## src/rtl/pwm_dac_pkg.sv

```systemverilog
// Package for the PWM / delta-sigma audio DAC output stage.
// Holds the output-mode encoding, the midscale reset level of the active
// sample, and the sign-flip constant that turns a two's-complement sample
// into offset binary.
package pwm_dac_pkg;

    // Output modulator selection, latched once per period.
    typedef enum logic {
        MODE_PWM = 1'b0,
        MODE_DSM = 1'b1
    } mode_e;

    // Active-sample level at reset: zero signal, so the pin idles at 50 %
    // and the external RC filter sees no step at turn-on.
    localparam logic [15:0] MIDSCALE  = 16'h8000;

    // XOR mask converting signed 16-bit samples to offset binary.
    localparam logic [15:0] SIGN_FLIP = 16'h8000;

    // Signed two's-complement sample to unsigned offset-binary level.
    function automatic logic [15:0] to_offset_binary(input logic [15:0] sample);
        return sample ^ SIGN_FLIP;
    endfunction

endpackage

```

## src/rtl/pwm_dac_out_dsm_modulator.sv

```systemverilog
// First-order delta-sigma modulator core.
// Each enabled clock adds level_in to a DW-bit accumulator; the carry out of
// that addition is the 1-bit output, so its long-run density is
// level_in / 2^DW.
// Ports:
//   clk_in      system clock
//   reset_n_in  synchronous reset, active-low (clears accumulator)
//   clear_in    synchronous accumulator clear (priority over enable_in)
//   enable_in   1 = accumulate this clock; 0 = hold
//   level_in    unsigned level to modulate
//   carry_out   carry of acc + level_in (combinational; registered by parent)
module dsm_modulator #(
    parameter int DW = 16
) (
    input  logic          clk_in,
    input  logic          reset_n_in,
    input  logic          clear_in,
    input  logic          enable_in,
    input  logic [DW-1:0] level_in,
    output logic          carry_out
);

    logic [DW-1:0] acc_r;
    logic [DW:0]   sum_s;

    // Widened sum; its top bit is the modulator output for this clock.
    always_comb begin
        sum_s     = {1'b0, acc_r} + {1'b0, level_in};
        carry_out = sum_s[DW];
    end

    // Accumulator: keeps only the low DW bits, the carry leaves as output.
    always_ff @(posedge clk_in) begin
        if (!reset_n_in) begin
            acc_r <= {DW{1'b0}};
        end else if (clear_in) begin
            acc_r <= {DW{1'b0}};
        end else if (enable_in) begin
            acc_r <= sum_s[DW-1:0];
        end else begin
            acc_r <= acc_r;
        end
    end

endmodule

```

## src/rtl/pwm_dac_out.sv

```systemverilog
// Audio output stage: double-buffers the mixed sample and drives one output
// pin as either plain PWM or first-order delta-sigma.
// Ports:
//   clk_in            system clock
//   reset_n_in        synchronous reset, active-low
//   sample_in         signed two's-complement mixed sample
//   sample_valid_in   one-cycle strobe qualifying sample_in
//   enable_in         1 = modulator running; 0 = output parked low
//   mode_in           0 = PWM, 1 = DSM; taken at the period boundary
//   pwm_out           registered 1-bit DAC output
//   period_start_out  one-cycle pulse on the first clock of each period
//   overrun_out       one-cycle pulse when an unconsumed pending sample is replaced
module pwm_dac_out
    import pwm_dac_pkg::*;
#(
    parameter int RES = 10,
    parameter int DW  = 16
) (
    input  logic          clk_in,
    input  logic          reset_n_in,
    input  logic [DW-1:0] sample_in,
    input  logic          sample_valid_in,
    input  logic          enable_in,
    input  logic          mode_in,
    output logic          pwm_out,
    output logic          period_start_out,
    output logic          overrun_out
);

    logic [RES-1:0] cnt_r;
    logic [DW-1:0]  pending_r;
    logic           pending_full_r;
    logic [DW-1:0]  cur_r;
    mode_e          mode_q_r;
    logic           pwm_r;
    logic           period_start_r;
    logic           overrun_r;

    logic [DW-1:0]  offs_s;
    logic           load_s;
    logic           mode_change_s;
    logic           dsm_clear_s;
    logic           dsm_en_s;
    logic           dsm_carry_s;
    logic [RES-1:0] duty_s;
    logic           pwm_next_s;

    // Period control, capture conversion and next output bit selection.
    always_comb begin
        offs_s        = to_offset_binary(sample_in);
        load_s        = enable_in && (cnt_r == {RES{1'b1}});
        // The accumulator restarts from zero whenever the latched mode flips,
        // on the same edge that latches the new mode.
        mode_change_s = load_s && (mode_e'(mode_in) != mode_q_r);
        dsm_clear_s   = !enable_in || mode_change_s;
        dsm_en_s      = enable_in && (mode_q_r == MODE_DSM);
        duty_s        = cur_r[DW-1 -: RES];
        if (!enable_in) begin
            pwm_next_s = 1'b0;
        end else if (mode_q_r == MODE_DSM) begin
            pwm_next_s = dsm_carry_s;
        end else begin
            pwm_next_s = (cnt_r < duty_s);
        end
    end

    // Period counter: free-running while enabled, parked at zero otherwise.
    always_ff @(posedge clk_in) begin
        if (!reset_n_in) begin
            cnt_r <= {RES{1'b0}};
        end else if (!enable_in) begin
            cnt_r <= {RES{1'b0}};
        end else begin
            cnt_r <= cnt_r + {{(RES-1){1'b0}}, 1'b1};
        end
    end

    // Pending buffer: a strobe on the load cycle becomes the new pending
    // sample while the load itself consumes the old one.
    always_ff @(posedge clk_in) begin
        if (!reset_n_in) begin
            pending_r      <= {DW{1'b0}};
            pending_full_r <= 1'b0;
        end else begin
            if (sample_valid_in) begin
                pending_r <= offs_s;
            end else begin
                pending_r <= pending_r;
            end
            if (load_s) begin
                pending_full_r <= sample_valid_in;
            end else if (sample_valid_in) begin
                pending_full_r <= 1'b1;
            end else begin
                pending_full_r <= pending_full_r;
            end
        end
    end

    // Active sample and latched mode, updated only on the load cycle.
    always_ff @(posedge clk_in) begin
        if (!reset_n_in) begin
            cur_r    <= MIDSCALE;
            mode_q_r <= MODE_PWM;
        end else if (load_s) begin
            cur_r    <= pending_full_r ? pending_r : cur_r;
            mode_q_r <= mode_e'(mode_in);
        end else begin
            cur_r    <= cur_r;
            mode_q_r <= mode_q_r;
        end
    end

    // Registered pin, period marker and overrun flag.
    always_ff @(posedge clk_in) begin
        if (!reset_n_in) begin
            pwm_r          <= 1'b0;
            period_start_r <= 1'b0;
            overrun_r      <= 1'b0;
        end else begin
            pwm_r          <= pwm_next_s;
            period_start_r <= load_s;
            overrun_r      <= sample_valid_in && pending_full_r && !load_s;
        end
    end

    dsm_modulator #(
        .DW (DW)
    ) u_dsm (
        .clk_in     (clk_in),
        .reset_n_in (reset_n_in),
        .clear_in   (dsm_clear_s),
        .enable_in  (dsm_en_s),
        .level_in   (cur_r),
        .carry_out  (dsm_carry_s)
    );

    assign pwm_out          = pwm_r;
    assign period_start_out = period_start_r;
    assign overrun_out      = overrun_r;

endmodule

```

## config.mk

```make
export PLATFORM = sky130hd
export DESIGN_NAME = pwm_dac_out
export DESIGN_NICKNAME = d
export VERILOG_FILES = /design/src/rtl/pwm_dac_pkg.sv /design/src/rtl/pwm_dac_out_dsm_modulator.sv /design/src/rtl/pwm_dac_out.sv
export SDC_FILE = /design/constraint.sdc
export NUM_CORES = 1
export LEC_CHECK = 0
export BUFFER_PORTS_ARGS = -buffer_cell sky130_fd_sc_hd__buf_2
export CAP_MARGIN = 20
export CORE_MARGIN = 5
export CORE_UTILIZATION = 30
export DETAILED_ROUTE_END_ITERATION = 8
export SLEW_MARGIN = 20
export SYNTH_ARGS = -nofsm -noshare
export SYNTH_HDL_FRONTEND = slang
export SYNTH_SLANG_ARGS = --single-unit
```

## constraint.sdc

```tcl
create_clock -name clk_in -period 2.4 [get_ports clk_in]
set_clock_uncertainty 0.2 [all_clocks]
set_input_delay 0.72 -clock clk_in [delete_from_list [all_inputs] [get_ports clk_in]]
set_output_delay 0.72 -clock clk_in [all_outputs]
set_load 0.01 [all_outputs]
```

==> key figures <==
Cells and area
  • Nets: 460
  • Share of cells above drive strength 1: 15.83%
  • Area grow syn2layout: 18.72%
  • Fill count: 1112
  • Most common cell after layout, fill and taps aside: nand2_1
  • Most frequent cells in the layout: 64 x nand2_1, 61 x dfxtp_1, 37 x a21oi_1, 34 x nor2_1, 25 x ha_1
  • N_diodes: 0

Synth
  • Synth top area share: 39.39%
  • Largest family of logic cells by synthesized area: simple AND/OR/NAND/NOR gates
  • Mux contribution to synthesized area: 5.315%
  • Area leader, netlist: dfxtp_1
  • Synth Net Count: approximately 430
  • Simple-gate portion of the synthesized area: between 10% and 20%
  • Xor-xnor portion of the synthesized cell area: around 4.7%
  • Register area share after synthesis: 39.39%
  • Synth Instances: 379
  • Yosys warns: 0
  • Most common flop cell mapped by yosys: dfxtp_1
  • Fraction of registers with async set or reset after synthesis: 0%
  • Complex-gate fraction of the synthesized area: 17.66%
  • EDFF count, synth: 0
  • Synth Area in Adders: around 11%
  • #FFs+latches synth: 63
  • Average cell area after synthesis: 8.448 µm²
  • Synthesized area: roughly 3200 µm²
  • Synth unique cells: 49
  • Top cells by area, synth: dfxtp_1 39%, ha_1 10%, nand2_1 7.5%, a21oi_1 5.9%, mux2i_1 5.3%

Floorplan
  • DIE AREA: 12840 µm²
  • DIE HEIGHT: approximately 110 µm
  • Die width: between 100 and 150 µm
  • Core area: 10370 µm²
  • # rows: 37
  • Initial Util: 30.88%
  • I/O pin cnt: 24

STA
  • Setup-failing EPs final: 0
  • Max-slew headroom at the worst pin: between 60% and 70%
  • Crit path time final: 2392 ps
  • Final Worst Setup Slack: between 8 and 9 ps
  • RSZ-0062 raised after global routing: yes
  • Final Max Tran Viols: 0
  • Fin crit share: 99.65%
  • Fin. Hold Viols: 0
  • Worst Max-Slew Pin Slew: 501.4 ps
  • Max Clock Freq: roughly 420 MHz
  • Post-route setup TNS: 0 ps
  • WHS: around 250 ps

Global route
  • Pin count of the biggest net entering global routing: 22
  • Global-route wire length before repair: roughly 12000 µm
  • Vias in the first global route: ~2500
  • Total grt overflow: 0
  • Total GRT Usage: roughly 11%
  • Initial antenna violation count: 0

Worst hold path
  • Worst hold path class: reg2reg
  • Cells on Worst Hold Path: 2
  • Min-Delay Endpoint: cur_r[14]$_SDFFE_PN0P_
  • Worst hold start: pending_r[14]$_SDFFE_PN0P_

CTS
  • Worst-path clk slew: 70 ps
  • CTS tree: built
  • Clock Sinks: 63
  • Max clock buf depth: 2
  • H-tree depth: 3
  • Clock latency on the worst-skew pair: between 300 and 400 ps
  • CTS Buf Count: 9
  • Root buffer selected by CTS: clkbuf_8

Worst setup path
  • Delay-heaviest family, CP: compound AO/OA/AOI/OAI gates
  • Required time of the critical path: ~2500 ps
  • Critical path endpoint category: register
  • Worst flop-to-flop path endpoint: pwm_out$_SDFF_PN0_
  • Critical path data arrival time: 2440 ps
  • Setup CP Type: reg2reg
  • Reg2Reg Launch Point: cur_r[0]$_SDFFE_PN0P_
  • Buf/Inv on CP: 0
  • R2R depth: 8
  • Crit-path max FO: 3
  • CP Launch Type: register
  • Slowest CP cell: dfxtp_2
  • R2r setup slk: 8 ps
  • CP max stage delay: 340 ps
  • CP cell instances: ha_4 -> fa_2 -> a21o_1 -> a221oi_4 -> o21ai_4 -> a311oi_2 -> o21ai_1 -> a22o_1

Place
  • Place WS: -136.9 ps
  • Routability cong.: 0.8836
  • Port buffer count: 23
  • HPWL after DPL: 5286 µm

Route
  • Final ANT Viol Nets: 0
  • Drt total wl: around 7000 µm
  • Residual DRC count: 0
  • DRT iter0 DRCs: 141
  • Vias per inst: 4.863
  • First-pass iteration count of the detailed router: 4
  • WL per Instance: 12.69 µm
  • Vias: 2689

Power
  • Switching Share: 22.69%
  • Switching power: 472.2 µW
  • Int Power: 1609 µW
  • Leakage: 0.001567 µW
  • Reg power frac: 51.7%
  • VDD IR max: 0.3935 mV
  • Power Dens Cells: 547.7 nW/µm²
  • Clock power share: 44.3%
  • Logic pwr share: roughly 4.0%

Job
  • Max_cap viols: 0

Run status
  • Outcome: finished clean
[worst max-delay path by stage]
stage / start / end / slack, ps / depth (start not counted)
floorplan: cur_r[0]$_SDFFE_PN0P_ / pwm_out$_SDFF_PN0_ / 10 / 8
finish: cur_r[0]$_SDFFE_PN0P_ / pwm_out$_SDFF_PN0_ / 8 / 8
detailed placement: cur_r[0]$_SDFFE_PN0P_ / pwm_out$_SDFF_PN0_ / -140 / 8
global route: cur_r[0]$_SDFFE_PN0P_ / pwm_out$_SDFF_PN0_ / -100 / 8
global placement: cur_r[0]$_SDFFE_PN0P_ / pwm_out$_SDFF_PN0_ / -80 / 8
CTS: cur_r[0]$_SDFFE_PN0P_ / pwm_out$_SDFF_PN0_ / 10 / 8
[worst reg2reg max path, cell delays in order (launching register included)]
cell      delay [ps]
dfxtp_2          340
ha_4             160
fa_2             340
a21o_1           200
a221oi_4         310
o21ai_4          130
a311oi_2         290
o21ai_1           90
a22o_1           230
[logic make-up after synthesis]
group | count (synthesis)
AND/OR/NAND/NOR | 135
AO/OA/AOI/OAI | 90
XOR/XNOR | 17
multiplexers | 17
flip-flops | 63
buffers and inverters | 30
adder cells (fa/ha/maj) | 27
[layer usage]
layer / up-vias / GRT usage [%] / share of wire, %
met1: 1218 / 14.29 / 48
met2: 58 / 18.33 / 46
met4: 0 / 6.250 / 2.4
met5: - / 0 / 0
li1: 1399 / - / -
met3: 14 / 2.246 / 4.1
[repair_timing]
item,CTS,global route
hold buffers,0,0
resized for setup,3,8
pin swaps,5,2
endpoints found under the setup margin,3,6
buffers inserted,1,3
[area by class of cell]
type                    count  area, µm²  share of cell area (%)
inverters                  13      48.80                   1.284
well taps                 136      170.2                   4.477
repair buffers             39      235.2                   6.188
clock buffers              11      141.4                   3.720
clock inverters             5      57.56                   1.514
flip-flops and latches     63       1264                   33.25
multi-input cells         286       1884                   49.57
[state kept, by name (all words and copies together), names as in the netlist]
| register | count |
|---|---|
| cnt_r | 10 |
| cur_r | 16 |
| mode_q_r | 1 |
| overrun_out | 1 |
| pending_full_r | 1 |
| pending_r | 16 |
| period_start_out | 1 |
| pwm_out | 1 |
| u_dsm.acc_r | 16 |
[metrics by stage]
stage	util (%)	power [µW]	area, µm²	std cells
after floorplan	-	1149	3204	379
after global placement	33.83	1182	3508	533
after detailed placement	33.83	1184	3508	533
after CTS	36.02	2112	3735	550
after global routing	36.66	2166	3801	553
final	36.66	2082	3801	553
[synthesized netlist by cell type (all sizes together) (2+ instances only)]
cell     n
nand2   64
dfxtp   63
a21oi   38
nor2    34
ha      26
mux2i   17
o21ai   14
clkbuf  13
inv     12
nand3   10
xor2    10
a21o     8
a31oi    7
xnor2    7
a211oi   4
and3     4
buf      4
nor3     4
o211ai   4
and2     3
nand2b   3
nand4    3
a221oi   2
and4     2
nor2b    2
nor4     2
o22ai    2
o31ai    2
or3      2
[power by group through the flow]
stage | clock network (µW) | registers (µW) | logic (µW)
floorplan | 0 | 1100 | 50.5
finish | 921 | 1080 | 83.2
detailed placement | 0 | 1100 | 83.8
global route | 993 | 1080 | 93.7
global placement | 0 | 1100 | 82.1
CTS | 951 | 1080 | 83.9
Power figures use the tool's default switching activity.
